===== config.mk =====
export PLATFORM = sky130hd
export DESIGN_NAME = logic_cmd_parser
export DESIGN_NICKNAME = d
export VERILOG_FILES = /design/src/rtl/logic_cmd_parser.sv
export SDC_FILE = /design/constraint.sdc
export NUM_CORES = 1
export LEC_CHECK = 0
export ABC_AREA = 1
export CAP_MARGIN = 20
export CELL_PAD_IN_SITES_DETAIL_PLACEMENT = 0
export CELL_PAD_IN_SITES_GLOBAL_PLACEMENT = 1
export CORE_MARGIN = 1
export CORE_UTILIZATION = 35
export DETAILED_ROUTE_END_ITERATION = 6
export PLACE_DENSITY_LB_ADDON = 0.1
export SYNTH_ARGS = -nofsm -noshare
export SYNTH_HDL_FRONTEND = slang
export SYNTH_SLANG_ARGS = --single-unit

===== constraint.sdc =====
create_clock -name i_clk -period 6.69 [get_ports i_clk]
set_input_delay 0.669 -clock i_clk [delete_from_list [all_inputs] [get_ports i_clk]]
set_output_delay 0.669 -clock i_clk [all_outputs]
set_load 0.005 [all_outputs]

===== src/rtl/logic_cmd_parser.sv =====
// UART command-frame parser: hunts for 00 00 00 01, collects a 5-byte payload, validates it and
// commits the capture configuration; cfg/err pulses appear on the 2nd edge after the last byte; no backpressure.
module logic_cmd_parser #(
  parameter int unsigned P_TIMEOUT = 50000
) (
  input  logic        i_clk,
  input  logic        i_rst,
  input  logic [7:0]  i_rx_data,
  input  logic        i_rx_valid,
  output logic [15:0] o_send_len,
  output logic [7:0]  o_channel,
  output logic [2:0]  o_tri_model,
  output logic [3:0]  o_frq_sel,
  output logic        o_pulse,
  output logic        o_send_model,
  output logic        o_cfg_valid,
  output logic        o_frame_err,
  output logic        o_busy
);

  typedef enum logic [1:0] {
    S_HUNT    = 2'd0,
    S_PAYLOAD = 2'd1,
    S_CHECK   = 2'd2
  } state_t;

  state_t      r_state;
  state_t      w_next;
  logic [1:0]  r_zero_cnt;
  logic [2:0]  r_idx;
  logic [31:0] r_to_cnt;
  logic [7:0]  r_pl [5];

  logic [15:0] r_send_len;
  logic [7:0]  r_channel;
  logic [2:0]  r_tri_model;
  logic [3:0]  r_frq_sel;
  logic        r_pulse;
  logic        r_send_model;
  logic        r_cfg_valid;
  logic        r_frame_err;

  logic        w_frame_ok;
  logic        w_to_hit;
  logic        w_hunt_byte;

  // The 33-bit compare keeps the saturated all-ones counter from wrapping to zero.
  assign w_to_hit    = (r_state == S_PAYLOAD) && !i_rx_valid &&
                       (({1'b0, r_to_cnt} + 33'd1) >= 33'(P_TIMEOUT));
  assign w_frame_ok  = !r_pl[3][7] && (r_pl[4][7:2] == 6'd0) && ({r_pl[0], r_pl[1]} != 16'd0);
  assign w_hunt_byte = i_rx_valid && ((r_state == S_HUNT) || (r_state == S_CHECK));

  always_comb begin
    w_next = r_state;
    case (r_state)
      S_HUNT: begin
        if (i_rx_valid && (i_rx_data == 8'h01) && (r_zero_cnt == 2'd3)) begin
          w_next = S_PAYLOAD;
        end
      end
      S_PAYLOAD: begin
        if (i_rx_valid && (r_idx == 3'd4)) begin
          w_next = S_CHECK;
        end else if (w_to_hit) begin
          w_next = S_HUNT;
        end
      end
      S_CHECK: w_next = S_HUNT;
      default: w_next = S_HUNT;
    endcase
  end

  always_ff @(posedge i_clk or posedge i_rst) begin
    if (i_rst) begin
      r_state    <= S_HUNT;
      r_zero_cnt <= 2'd0;
      r_idx      <= 3'd0;
      r_to_cnt   <= 32'd0;
      for (int i = 0; i < 5; i++) begin
        r_pl[i] <= 8'd0;
      end
    end else begin
      r_state <= w_next;

      if (w_hunt_byte) begin
        if (i_rx_data == 8'h00) begin
          r_zero_cnt <= (r_zero_cnt == 2'd3) ? 2'd3 : r_zero_cnt + 2'd1;
        end else begin
          r_zero_cnt <= 2'd0;
        end
      end

      if ((r_state == S_PAYLOAD) && i_rx_valid) begin
        for (int i = 0; i < 5; i++) begin
          if (r_idx == 3'(i)) begin
            r_pl[i] <= i_rx_data;
          end
        end
        r_idx <= (r_idx == 3'd4) ? 3'd0 : r_idx + 3'd1;
      end else if (w_to_hit) begin
        r_idx <= 3'd0;
      end

      if ((r_state != S_PAYLOAD) || i_rx_valid || w_to_hit) begin
        r_to_cnt <= 32'd0;
      end else if (r_to_cnt != 32'hFFFF_FFFF) begin
        r_to_cnt <= r_to_cnt + 32'd1;
      end
    end
  end

  always_ff @(posedge i_clk or posedge i_rst) begin
    if (i_rst) begin
      r_send_len   <= 16'd0;
      r_channel    <= 8'd0;
      r_tri_model  <= 3'd0;
      r_frq_sel    <= 4'd0;
      r_pulse      <= 1'b0;
      r_send_model <= 1'b0;
      r_cfg_valid  <= 1'b0;
      r_frame_err  <= 1'b0;
    end else begin
      r_cfg_valid <= (r_state == S_CHECK) && w_frame_ok;
      r_frame_err <= ((r_state == S_CHECK) && !w_frame_ok) || w_to_hit;
      if ((r_state == S_CHECK) && w_frame_ok) begin
        r_send_len   <= {r_pl[0], r_pl[1]};
        r_channel    <= r_pl[2];
        r_tri_model  <= r_pl[3][6:4];
        r_frq_sel    <= r_pl[3][3:0];
        r_pulse      <= r_pl[4][1];
        r_send_model <= r_pl[4][0];
      end
    end
  end

  assign o_send_len   = r_send_len;
  assign o_channel    = r_channel;
  assign o_tri_model  = r_tri_model;
  assign o_frq_sel    = r_frq_sel;
  assign o_pulse      = r_pulse;
  assign o_send_model = r_send_model;
  assign o_cfg_valid  = r_cfg_valid;
  assign o_frame_err  = r_frame_err;
  assign o_busy       = (r_state != S_HUNT);

endmodule

After elaboration in Yosys (flattened, before gate mapping)
Cells that the tools add are included.

storage, ports and cells
  bits in registers = 114

operators by class
  reductions and logical operators = 32
  $lt $le $gt $ge = 1
  muxes and demuxes = 11
  equal/unequal tests = 12
  add/sub/neg operators = 4

operators by type and width
  cell                     count
  $mux W32                 2
  $add A32 B1 Y33 const B  1
  $ge A33 B16 Y1 const B   1
  $add A32 B1 Y32 const B  1
  $ne A32 B32 Y1 const B   1
  $reduce_bool A16 Y1      1
  $reduce_and A2 Y1        6
  $logic_and A1 B1 Y1      11
  $mux W2                  5
  $mux W3                  3
  $eq A8 B1 Y1 const B     1
  $logic_not A8 Y1         1
  $eq A3 B2 Y1 const B     2
  $logic_not A6 Y1         1
  $reduce_bool A2 Y1       3
  $eq A2 B2 Y1 const B     2
  $logic_or A1 B1 Y1       4
  $ne A2 B1 Y1 const B     2
  $pmux W2 S2              1
  $add A3 B1 Y3 const B    1
  $eq A3 B1 Y1 const B     1
  $eq A3 B3 Y1 const B     1
  $logic_not A1 Y1         3
  $logic_not A3 Y1         1
  4 further kinds          4

Longest topological paths before layout
  depth in word-level cells = 6
  mapped depth = 16
  mapped depth without buffers = 16

Worst setup path after synthesis
OpenSTA, ideal clock, no wires.

  path kind = register to register
  from = register r_to_cnt[0]
  to = register r_to_cnt[3]
  data arrival time = 1.867 ns
  stages on the path, launching flop included = 14
  buffers on the path = 1
  setup time = 0.140 ns
  slack = 4.682 ns
  path through = dfrtp_1 -> ha_1 -> nand3_2 -> inv_2 -> nand3_4 -> nor2_1 -> nand4_2 -> nand2_2 -> nor2_4 -> nand3_4 -> nor2_4 -> nand2_4 -> buf_6 -> a21oi_2

on the way
  longest elaborated chain between the ends = 5
  elaborated cells on any way between the ends = 9

RTL lines
  item                                            RTL line  text
  start, declared                                 31        logic [31:0] r_to_cnt;
  start signal, assigned                          107       r_to_cnt <= r_to_cnt + 32'd1;
  $add A32 B1 Y33                                 49        (({1'b0, r_to_cnt} + 33'd1) >= 33'(P_TIMEOUT));
  $ge A33 B16 Y1                                  49
  $logic_and A1 B1 Y1                             48        assign w_to_hit = (r_state == S_PAYLOAD) && !i_rx_valid &&
  $logic_or A1 B1 Y1                              104       if ((r_state != S_PAYLOAD) || i_rx_valid || w_to_hit) begin
  $mux W32 or $reduce_bool A2 Y1 (tied branches)  --

Parallel ways exist; a longest one is shown, timed or not. The select of a mux whose other input is x is not followed.
A chain may end at the register's enable or synchronous reset.

Worst setup path in the final report
  from = register r_to_cnt[0]
  to = register r_state[0]

on the way
  longest elaborated chain between the ends = 5

RTL lines
  item                         RTL line  text
  $add A32 B1 Y33              49
  $ge A33 B16 Y1               49
  $logic_and A1 B1 Y1          48
  $ne A3 B2 Y1 (no line)       --
  $reduce_and A2 Y1 (no line)  --
  end signal, assigned         83        r_state <= w_next;
  end, declared                27        state_t r_state;

Every way passes these cells.

==> impl_metrics.toml <==
[outcome]
status = "finished, final reports clean"

[clock_network]
cts_buffers = 17
h-tree-depth = 4
cts_buffer_depth = 2
cts_tree = "done"
cts.sinks = 114
clock-root-buffer = "clkbuf_16"
clkLatencyLatePin_ps = 410
post_cts_resized = 0
cts_hold_buf = 0
post-cts-setup-buffer-count = 0
clk_pin_slew_worst_paths_ps = 60

[route]
via_per_inst = 4.53
postRouteAntennaNets = 0
route.detailed.drc = 0
dr_wl_met2_um = 6450
routedWlPerCell_um = 13.7
wl_met1_um = 6020
drt_iter0_drc = 192
drtPass1Iterations = 4
highest_layer = "met4"
vias = 4413
wl_met3_um = 504
routed_wl_um = 13300

[worst_setup_path]
critical_path.slowest_cell = "nand4_2"
startpoint_type = "flop"
r2r_slack_ps = 4010
setup.worst_path.end_class = "flop"
cp.required_ps = 7040
max_stage_delay_ps = 470
path_class = "flop to flop"
path_cells = "ha_1 -> nand3_2 -> inv_2 -> nand3_4 -> nor2_1 -> nand4_2 -> nand2_2 -> nor2_4 -> nand3_4 -> nor2_4 -> nand2_4 -> nand3_1 -> nand2_1"
cp_max_fo = 17
cp_data_arrival_time_ps = 3030

[flow_run]
cap_violations = 0

[die]
fp-row-count = 45
die_h_um = 128
io_pins = 47
dieArea_mm2 = 0.0165
start_util = 0.363
core_area_mm2 = 0.0154
die_w_um = 128

[synth]
synth_warnings = 0
ys_types = 37
synth_common_cells = "nand2_1 (219), dfrtp_1 (114), inv_1 (76)"
ys_ff_latch = 114
syn_inst = 682
synthFlopType = "dfrtp_1"
synth_edf_count = 0
syn_area_mm2 = 0.00560
ys_seq_area_frac = 0.510
yosysTopAreaCellShare = 0.510
async_flop_share = 1.00
synthTopCellsByArea = "dfrtp_1 (51%), nand2_1 (15%), o21ai_0 (5.5%)"
synth.largest_area_cell = "dfrtp_1"
synth.avg_cell_area_um2 = 8.21
synth_most_common_cell = "nand2_1"

[finish]
drive_gt1_frac = 0.120
fillers = 1581
multi_input_area_mm2 = 0.00241
fin_nets = 768
seqCellArea_mm2 = 0.00285
final_core_util = 0.451
diodes = 0
area_growth_pct = 24.2

[global_route]
grt_pass1_vias = 4413
grt_pass1_wl_um = 22700
antenna_found_initial = 0
gr-usage-all-layers = 0.181
grt_max_degree = 69
grt_overflow_total = 0

[timing]
slew_violations = 0
fin_skew_ps = 8.21
fin_setup_tns_ps = 0
hold_violations = 0
finalSetupViolations = 0
worst_pin_slew_ps = 981
maxSlewHeadroom = 0.343
holdWs_ps = 470
rsz0062_at_grt = "no"
max_freq_mhz = 372
finalCriticalPeriod_ps = 2680
fin_crit_sh = 0.401
worst_slack_ps = 4010

[placed_design]
io_buffers = 46
routabilityCongestion = 0.800
dp_hpwl_um = 9820
dpl_worst_slack_ps = 3770

[hold_path]
hold_class = "flop to flop"

[pwr]
powerDensity_mw_per_mm2 = 307
vdd_drop_max_uv = 226
leakage_nw = 3.22
total_power_mw = 2.13
-- through the flow --
stage / cell area, um^2 / instances
2_1_floorplan: 5650 / 697
4_1_cts: 6950 / 975
6_report: 6950 / 975
3_3_place_gp: 6330 / 943
3_5_place_dp: 6330 / 943
5_1_grt: 6950 / 975
-- routing by layer --
metal,up-vias,GRT usage
met5,-,0
met4,0,0.0824
met3,25,0.0486
met2,76,0.293
met1,2036,0.227
li1,2276,-
-- area by class of cell --
type,instances,area share
multi-input combinational,482,0.346
clock buffer,19,0.0637
timing repair buffer,48,0.0684
sequential,114,0.410
inverter,88,0.0479
tap,211,0.0380
clock inverter,13,0.0252
-- kinds of logic (layout without fill, tap and decap cells) --
| family | count (synthesis) | in the layout | share of synthesized area |
|---|---|---|---|
| AO/OA/AOI/OAI | 85 | 85 | 0.0829 |
| XOR/XNOR | 7 | 7 | 0.0110 |
| adder cells (fa/ha/maj) | 6 | 6 | 0.0134 |
| buffers and inverters | 101 | 168 | 0.0700 |
| flip-flops | 114 | 114 | 0.510 |
| other | 1 | 16 | 0.000670 |
| AND/OR/NAND/NOR | 368 | 368 | 0.312 |
-- power breakdown --
part           switching, mW  internal [mW]  leakage (nW)
sequential            0.0696          0.825          1.47
combinational          0.198          0.103          1.45
clock                  0.336          0.602         0.295
-- registers in the layout (all words and copies together), names as in the netlist --
signal	count
o_cfg_valid	1
o_channel	8
o_frame_err	1
o_frq_sel	4
o_pulse	1
o_send_len	16
o_send_model	1
o_tri_model	3
r_idx	3
r_pl	40
r_state	2
r_to_cnt	32
r_zero_cnt	2
-- layout by cell type (no fill, tap or decap), types with 3 or more instances in the layout --
cell type          n
nand2_1          219
dfrtp_1          114
inv_1             75
o21ai_0           61
nor2_1            50
clkdlybuf4s50_1   46
nand3_1           30
clkbuf_16         17
conb_1            16
nor2_2            13
nand2_2           10
a21oi_1            9
nor4_1             8
nand4_1            8
inv_2              7
nor2_4             7
a21oi_2            7
ha_1               6
nand3b_1           5
clkinv_1           5
nor2_8             4
nor3_1             4
xnor2_1            4
clkinv_4           4
inv_6              4
nand2_4            3
xor2_1             3
o21ai_1            3
bufinv_16          3
-- critical path, delay by kind of cell, from the launching register on --
kind	cells	cell delay [ps]
AND/OR/NAND/NOR	11	1770
flip-flops	1	450
adder cells (fa/ha/maj)	1	260
buffers and inverters	1	150
-- final timing paths --
| path | start | end | depth (start not counted) |
|---|---|---|---|
| worst min-delay path | o_frq_sel[1] | o_frq_sel[1] | 2 |
| min in group asynchronous | i_rst | o_channel[5] | 2 |
| worst max register to register | r_to_cnt[0] | r_state[0] | 13 |
| worst max-delay path | r_to_cnt[0] | r_state[0] | 13 |
| worst min register to register | o_frq_sel[1] | o_frq_sel[1] | 2 |
| max in group asynchronous | i_rst | r_to_cnt[26] | 3 |
No activity file was read; power rests on OpenSTA's default activity.
